### src/rtl/aes_roundtrip_sequencer.sv
// Self-test sequencer: walks NUM_VEC ROM vectors through the encrypt and decrypt masters and scores each round trip.
// Optional macro AES_RTS_KAT_CHECK_EN adds a known-answer check of the returned ciphertext against vec_ct.
module aes_roundtrip_sequencer #(
    parameter int NK      = 6,
    parameter int NUM_VEC = 3,
    parameter int TIMEOUT = 20000,
    parameter int IDX_W   = 8
) (
    input  logic             clk,
    input  logic             rst,
    input  logic             start,
    output logic [IDX_W-1:0] vec_idx,
    input  logic [127:0]     vec_msg,
    input  logic [32*NK-1:0] vec_key,
    input  logic [127:0]     vec_ct,
    output logic [127:0]     enc_msg,
    output logic [32*NK-1:0] enc_key,
    output logic             enc_req,
    input  logic             enc_done,
    input  logic [127:0]     enc_ct,
    output logic [127:0]     dec_msg,
    output logic             dec_req,
    input  logic             dec_done,
    input  logic [127:0]     dec_pt,
    output logic             busy,
    output logic             done,
    output logic [IDX_W:0]   pass_cnt,
    output logic [IDX_W:0]   fail_cnt,
    output logic [IDX_W:0]   tmo_cnt
);
    localparam int               TMR_W    = $clog2(TIMEOUT + 1);
    localparam logic [TMR_W-1:0] TMR_LOAD = TMR_W'(TIMEOUT);
    localparam logic [TMR_W-1:0] TMR_LAST = TMR_W'(1);
    localparam logic [IDX_W-1:0] LAST_IDX = IDX_W'(NUM_VEC - 1);

    typedef enum logic [3:0] {
        S_IDLE,
        S_LOAD,
        S_ENC_REQ,
        S_ENC_WAIT,
        S_DEC_REQ,
        S_DEC_WAIT,
        S_CHECK,
        S_NEXT,
        S_DONE
    } state_t;

    state_t r_state;
    state_t w_state_next;

    logic [IDX_W-1:0] r_vec_idx;
    logic             r_load_wait;
    logic [127:0]     r_pt;
    logic [32*NK-1:0] r_key;
    logic [127:0]     r_enc_ct;
    logic [127:0]     r_dec_pt;
    logic [TMR_W-1:0] r_timer;
    logic [IDX_W:0]   r_pass_cnt;
    logic [IDX_W:0]   r_fail_cnt;
    logic [IDX_W:0]   r_tmo_cnt;

    logic w_clear_run;
    logic w_capture_rom;
    logic w_load_timer;
    logic w_enc_capture;
    logic w_dec_capture;
    logic w_tmo;
    logic w_pass;
    logic w_fail_chk;
    logic w_idx_inc;
    logic w_in_wait;
    logic w_tmr_last;
    logic w_rt_ok;
    logic w_kat_ok;
    logic [3:0] w_lane_eq;

    assign w_in_wait  = (r_state == S_ENC_WAIT) || (r_state == S_DEC_WAIT);
    assign w_tmr_last = (r_timer == TMR_LAST);

    // Round-trip compare split into 32-bit lanes to keep the comparator shallow.
    genvar gi;
    generate
        for (gi = 0; gi < 4; gi++) begin : g_lane
            assign w_lane_eq[gi] = (r_dec_pt[32*gi +: 32] == r_pt[32*gi +: 32]);
        end
    endgenerate
    assign w_rt_ok = &w_lane_eq;

`ifdef AES_RTS_KAT_CHECK_EN
    logic [127:0] r_ct_exp;
    logic         r_kat_err;

    always_ff @(posedge clk) begin
        if (rst) begin
            r_ct_exp  <= '0;
            r_kat_err <= 1'b0;
        end else begin
            if (w_capture_rom) begin
                r_ct_exp  <= vec_ct;
                r_kat_err <= 1'b0;
            end
            if (w_enc_capture) begin
                r_kat_err <= (enc_ct != r_ct_exp);
            end
        end
    end
    assign w_kat_ok = ~r_kat_err;
`else
    // vec_ct is kept on the port list only for interface stability.
    logic w_unused_vec_ct;
    assign w_unused_vec_ct = ^vec_ct;
    assign w_kat_ok        = 1'b1;
`endif

    always_ff @(posedge clk) begin
        if (rst) begin
            r_state <= S_IDLE;
        end else begin
            r_state <= w_state_next;
        end
    end

    always_comb begin
        w_state_next  = r_state;
        w_clear_run   = 1'b0;
        w_capture_rom = 1'b0;
        w_load_timer  = 1'b0;
        w_enc_capture = 1'b0;
        w_dec_capture = 1'b0;
        w_tmo         = 1'b0;
        w_pass        = 1'b0;
        w_fail_chk    = 1'b0;
        w_idx_inc     = 1'b0;
        enc_req       = 1'b0;
        dec_req       = 1'b0;
        done          = 1'b0;
        busy          = 1'b1;
        case (r_state)
            S_IDLE: begin
                busy = 1'b0;
                if (start) begin
                    w_clear_run  = 1'b1;
                    w_state_next = S_LOAD;
                end
            end
            S_LOAD: begin
                if (r_load_wait) begin
                    w_capture_rom = 1'b1;
                    w_state_next  = S_ENC_REQ;
                end
            end
            S_ENC_REQ: begin
                enc_req      = 1'b1;
                w_load_timer = 1'b1;
                w_state_next = S_ENC_WAIT;
            end
            S_ENC_WAIT: begin
                // A done pulse in the final timer cycle still counts.
                if (enc_done) begin
                    w_enc_capture = 1'b1;
                    w_state_next  = S_DEC_REQ;
                end else if (w_tmr_last) begin
                    w_tmo        = 1'b1;
                    w_state_next = S_NEXT;
                end
            end
            S_DEC_REQ: begin
                dec_req      = 1'b1;
                w_load_timer = 1'b1;
                w_state_next = S_DEC_WAIT;
            end
            S_DEC_WAIT: begin
                if (dec_done) begin
                    w_dec_capture = 1'b1;
                    w_state_next  = S_CHECK;
                end else if (w_tmr_last) begin
                    w_tmo        = 1'b1;
                    w_state_next = S_NEXT;
                end
            end
            S_CHECK: begin
                if (w_rt_ok && w_kat_ok) begin
                    w_pass = 1'b1;
                end else begin
                    w_fail_chk = 1'b1;
                end
                w_state_next = S_NEXT;
            end
            S_NEXT: begin
                if (r_vec_idx == LAST_IDX) begin
                    w_state_next = S_DONE;
                end else begin
                    w_idx_inc    = 1'b1;
                    w_state_next = S_LOAD;
                end
            end
            S_DONE: begin
                busy         = 1'b0;
                done         = 1'b1;
                w_state_next = S_IDLE;
            end
            default: begin
                w_state_next = S_IDLE;
            end
        endcase
    end

    always_ff @(posedge clk) begin
        if (rst) begin
            r_vec_idx   <= '0;
            r_load_wait <= 1'b0;
            r_pt        <= '0;
            r_key       <= '0;
            r_enc_ct    <= '0;
            r_dec_pt    <= '0;
            r_timer     <= '0;
            r_pass_cnt  <= '0;
            r_fail_cnt  <= '0;
            r_tmo_cnt   <= '0;
        end else begin
            // LOAD spends one cycle letting the ROM settle, then captures on the second.
            r_load_wait <= (r_state == S_LOAD) && !r_load_wait;

            if (w_clear_run) begin
                r_vec_idx <= '0;
            end else if (w_idx_inc) begin
                r_vec_idx <= r_vec_idx + 1'b1;
            end

            if (w_capture_rom) begin
                r_pt  <= vec_msg;
                r_key <= vec_key;
            end

            if (w_load_timer) begin
                r_timer <= TMR_LOAD;
            end else if (w_in_wait) begin
                r_timer <= r_timer - 1'b1;
            end

            if (w_enc_capture) begin
                r_enc_ct <= enc_ct;
            end
            if (w_dec_capture) begin
                r_dec_pt <= dec_pt;
            end

            if (w_clear_run) begin
                r_pass_cnt <= '0;
                r_fail_cnt <= '0;
                r_tmo_cnt  <= '0;
            end else begin
                if (w_pass) begin
                    r_pass_cnt <= r_pass_cnt + 1'b1;
                end
                if (w_fail_chk || w_tmo) begin
                    r_fail_cnt <= r_fail_cnt + 1'b1;
                end
                if (w_tmo) begin
                    r_tmo_cnt <= r_tmo_cnt + 1'b1;
                end
            end
        end
    end

    assign vec_idx  = r_vec_idx;
    assign enc_msg  = r_pt;
    assign enc_key  = r_key;
    assign dec_msg  = r_enc_ct;
    assign pass_cnt = r_pass_cnt;
    assign fail_cnt = r_fail_cnt;
    assign tmo_cnt  = r_tmo_cnt;

endmodule

### config.mk
export PLATFORM = sky130hd
export DESIGN_NAME = aes_roundtrip_sequencer
export DESIGN_NICKNAME = d
export VERILOG_FILES = /design/src/rtl/aes_roundtrip_sequencer.sv
export SDC_FILE = /design/constraint.sdc
export NUM_CORES = 1
export LEC_CHECK = 0
export CORE_AREA = 4 4 468 470
export DETAILED_ROUTE_END_ITERATION = 10
export DIE_AREA = 0 0 472 474
export PLACE_DENSITY = 0.3
export SYNTH_ARGS = -nofsm -noshare
export SYNTH_HDL_FRONTEND = slang
export SYNTH_SLANG_ARGS = --single-unit
### constraint.sdc
create_clock -name clk -period 2.5 [get_ports clk]
set_input_delay 0.375 -clock clk [delete_from_list [all_inputs] [get_ports clk]]
set_output_delay 0.375 -clock clk [all_outputs]
set_load 0.02 [all_outputs]
==> reports/results.ini <==
[detailed_routing]
ant_nets = 0
vias = 24800
routed_wl_mm = 156
drtIter0Drc = 1074
firstDrtPassIters = 7
drc = 0
vias_per_cell = 3.51
wl_per_cell_um = 22.1

[power_and_ir_drop]
ir_drop_mv = 0.448
p_per_area_mw_per_mm2 = 624
p_total_mw = 26.2
p_leak_nw = 13.9

[yosys]
synth_edf_count = 0
yosysWarnings = 0
synthArstFlopShare = 0
yosysSeqAreaShare = 0.536
synthDistinctLibCells = 44
synth_nets = 3711
synth_flop_cell = dfxtp_1
syn_inst = 2995
synth.avg_cell_area_um2 = 7.88
ys_ff_latch = 631
synthesis.area_mm2 = 0.0236

[layout]
drive_gt1_frac = 0.0914
final_cell_mix = nand2_1 (1,184), clkdlybuf4s50_1 (1,060), dfxtp_1 (616)
post-route-util = 0.196
layout.nets = 4854
mostFrequentLayoutCell = nand2_1
area_delta_synth_final_pct = 78.5

[worst_setup_path]
crit_fanout = 5
crit_arrival_ns = 3.31
start_kind = flip-flop
reg2regPathDepth = 8
crit_required_ns = 3.08
end_kind = flip-flop
crit_type = flip-flop to flip-flop

[sta]
fin_ws_ns = -0.226
setup_viol = 18
slew_violations = 0
finClkSkew_ns = 0.0446
grt_setup_unrepaired = yes
maxSlewHeadroom = 0.444
hold_viol = 0
max_freq_mhz = 367
min_period_ns = 2.73
fin_crit_sh = 1.09
holdWs_ns = 0.207
tightest_slew_ns = 0.835
fin_tns_setup_ns = -2.77

[global_route]
use_met1 = 0.155
met2_usage = 0.218
grt_use_met3 = 0.0628
grt_pass1_wl_mm = 212
grt-ovfl-total = 0
antenna_found_initial = 70
grt_pass1_vias = 25400
grt_max_degree = 143
grt_usage = 0.134
grt.busiest_layer = met2

[job]
drv_cap = 0

[cts]
cts_buffer_depth = 3
clkTransAtPathRegs_ns = 0.06
root_buffer = clkbuf_16
clk_latency_ns = 0.72
cts_tree = yes
clock-sinks = 631
cts_buffers = 90
cts-htree-levels = 3

[status]
violations = setup timing
status = finished with violations

[floorplanning]
core_area_mm2 = 0.214
rows = 170
pin_count = 1196
die_w_um = 472
start_util = 0.110
die_h_um = 474
dieArea_mm2 = 0.224

[place]
hpwl_mm = 123
dp_worst_setup_slack_ns = -0.452
gp_congestion = 0.791
place.port_buffers = 1067

[worst_hold_path]
worst_hold_path.num_cells = 3
hold_class = input pin to flip-flop

==> metrics by stage <==
step	instance area, um^2	cells
global placement	38900	6883
CTS	42000	7048
detailed placement	38900	6883
floorplan	23600	2995
global route	42100	7055
finish	42100	7068
==> state kept, by name, summed over array words and instances, names as in the netlist <==
| register | cells |
|---|---|
| dec_msg | 128 |
| enc_key | 192 |
| enc_msg | 128 |
| fail_cnt | 9 |
| pass_cnt | 9 |
| r_dec_pt | 128 |
| r_load_wait | 1 |
| r_state | 4 |
| r_timer | 15 |
| tmo_cnt | 9 |
| vec_idx | 8 |
==> power breakdown <==
group / switching (mW) / leakage [nW] / internal [mW]
Clock: 5.38 / 1.48 / 7.73
Sequential: 0.119 / 5.09 / 10.2
Combinational: 1.35 / 7.32 / 1.46
==> final timing paths <==
kind	slack (ns)	from	to
worst min register to register	0.45	enc_key[140]	enc_key[140]
worst min-delay path	0.21	vec_msg[102]	enc_msg[102]
worst max-delay path	-0.23	enc_msg[78]	fail_cnt[2]
worst max register to register	-0.23	enc_msg[78]	fail_cnt[2]
==> logic make-up after synthesis <==
| kind of cell | count (synthesis) | synth area share |
|---|---|---|
| simple gates | 1352 | 0.229 |
| compound gates | 631 | 0.137 |
| flops | 631 | 0.536 |
| buf+inv | 212 | 0.0341 |
| xor+xnor | 154 | 0.0572 |
| mux | 8 | 0.00345 |
| fa+ha+maj | 7 | 0.00371 |
==> per-layer routing <==
metal,vias to the layer above,wire [um]
li1,12100,-
met1,11600,63900
met2,878,71600
met3,214,16400
met4,48,4020
met5,-,283
==> worst max-delay path, stage by stage, from the launching register on <==
cell,delay [ns]
dfxtp_2,0.32
xor2_1,0.16
nor4_2,0.38
buf_4,0.17
nand4_1,0.21
or4_4,0.71
o21a_1,0.24
mux2i_1,0.13
a311o_1,0.27
==> cell usage after synthesis, drive strengths merged, types with 13 or more instances <==
master	instances	area, um^2
xor2	59	517
nor3	13	81.3
xnor2	95	832
nor2	40	153
nand4	36	225
nor4	28	190
a21oi	599	3000
dfxtp	631	12600
nand3	16	90.1
o21ai	14	73.8
clkbuf	198	743
nand2	1184	4440
==> final cells by class <==
class / instances / area [um^2]
antenna: 20 / 50.0
clock buffer: 135 / 2680
clock inverter: 29 / 313
fill: 24100 / 172000
inverter: 11 / 41.3
multi-input combinational: 2152 / 10300
sequential: 631 / 12700
tap: 2838 / 3550
timing repair buffer: 1252 / 12500
==> what timing repair did <==
action                                  in CTS  in global routing
pin swaps                                   14                  7
hold buffers                                 1                  0
resized for setup                           36                  9
buffers inserted                             0                  1
endpoints found under the hold margin       11                  0
gates cloned                                 0                  0
endpoints found under the setup margin      25                 23
Power figures use the tool's default switching activity.
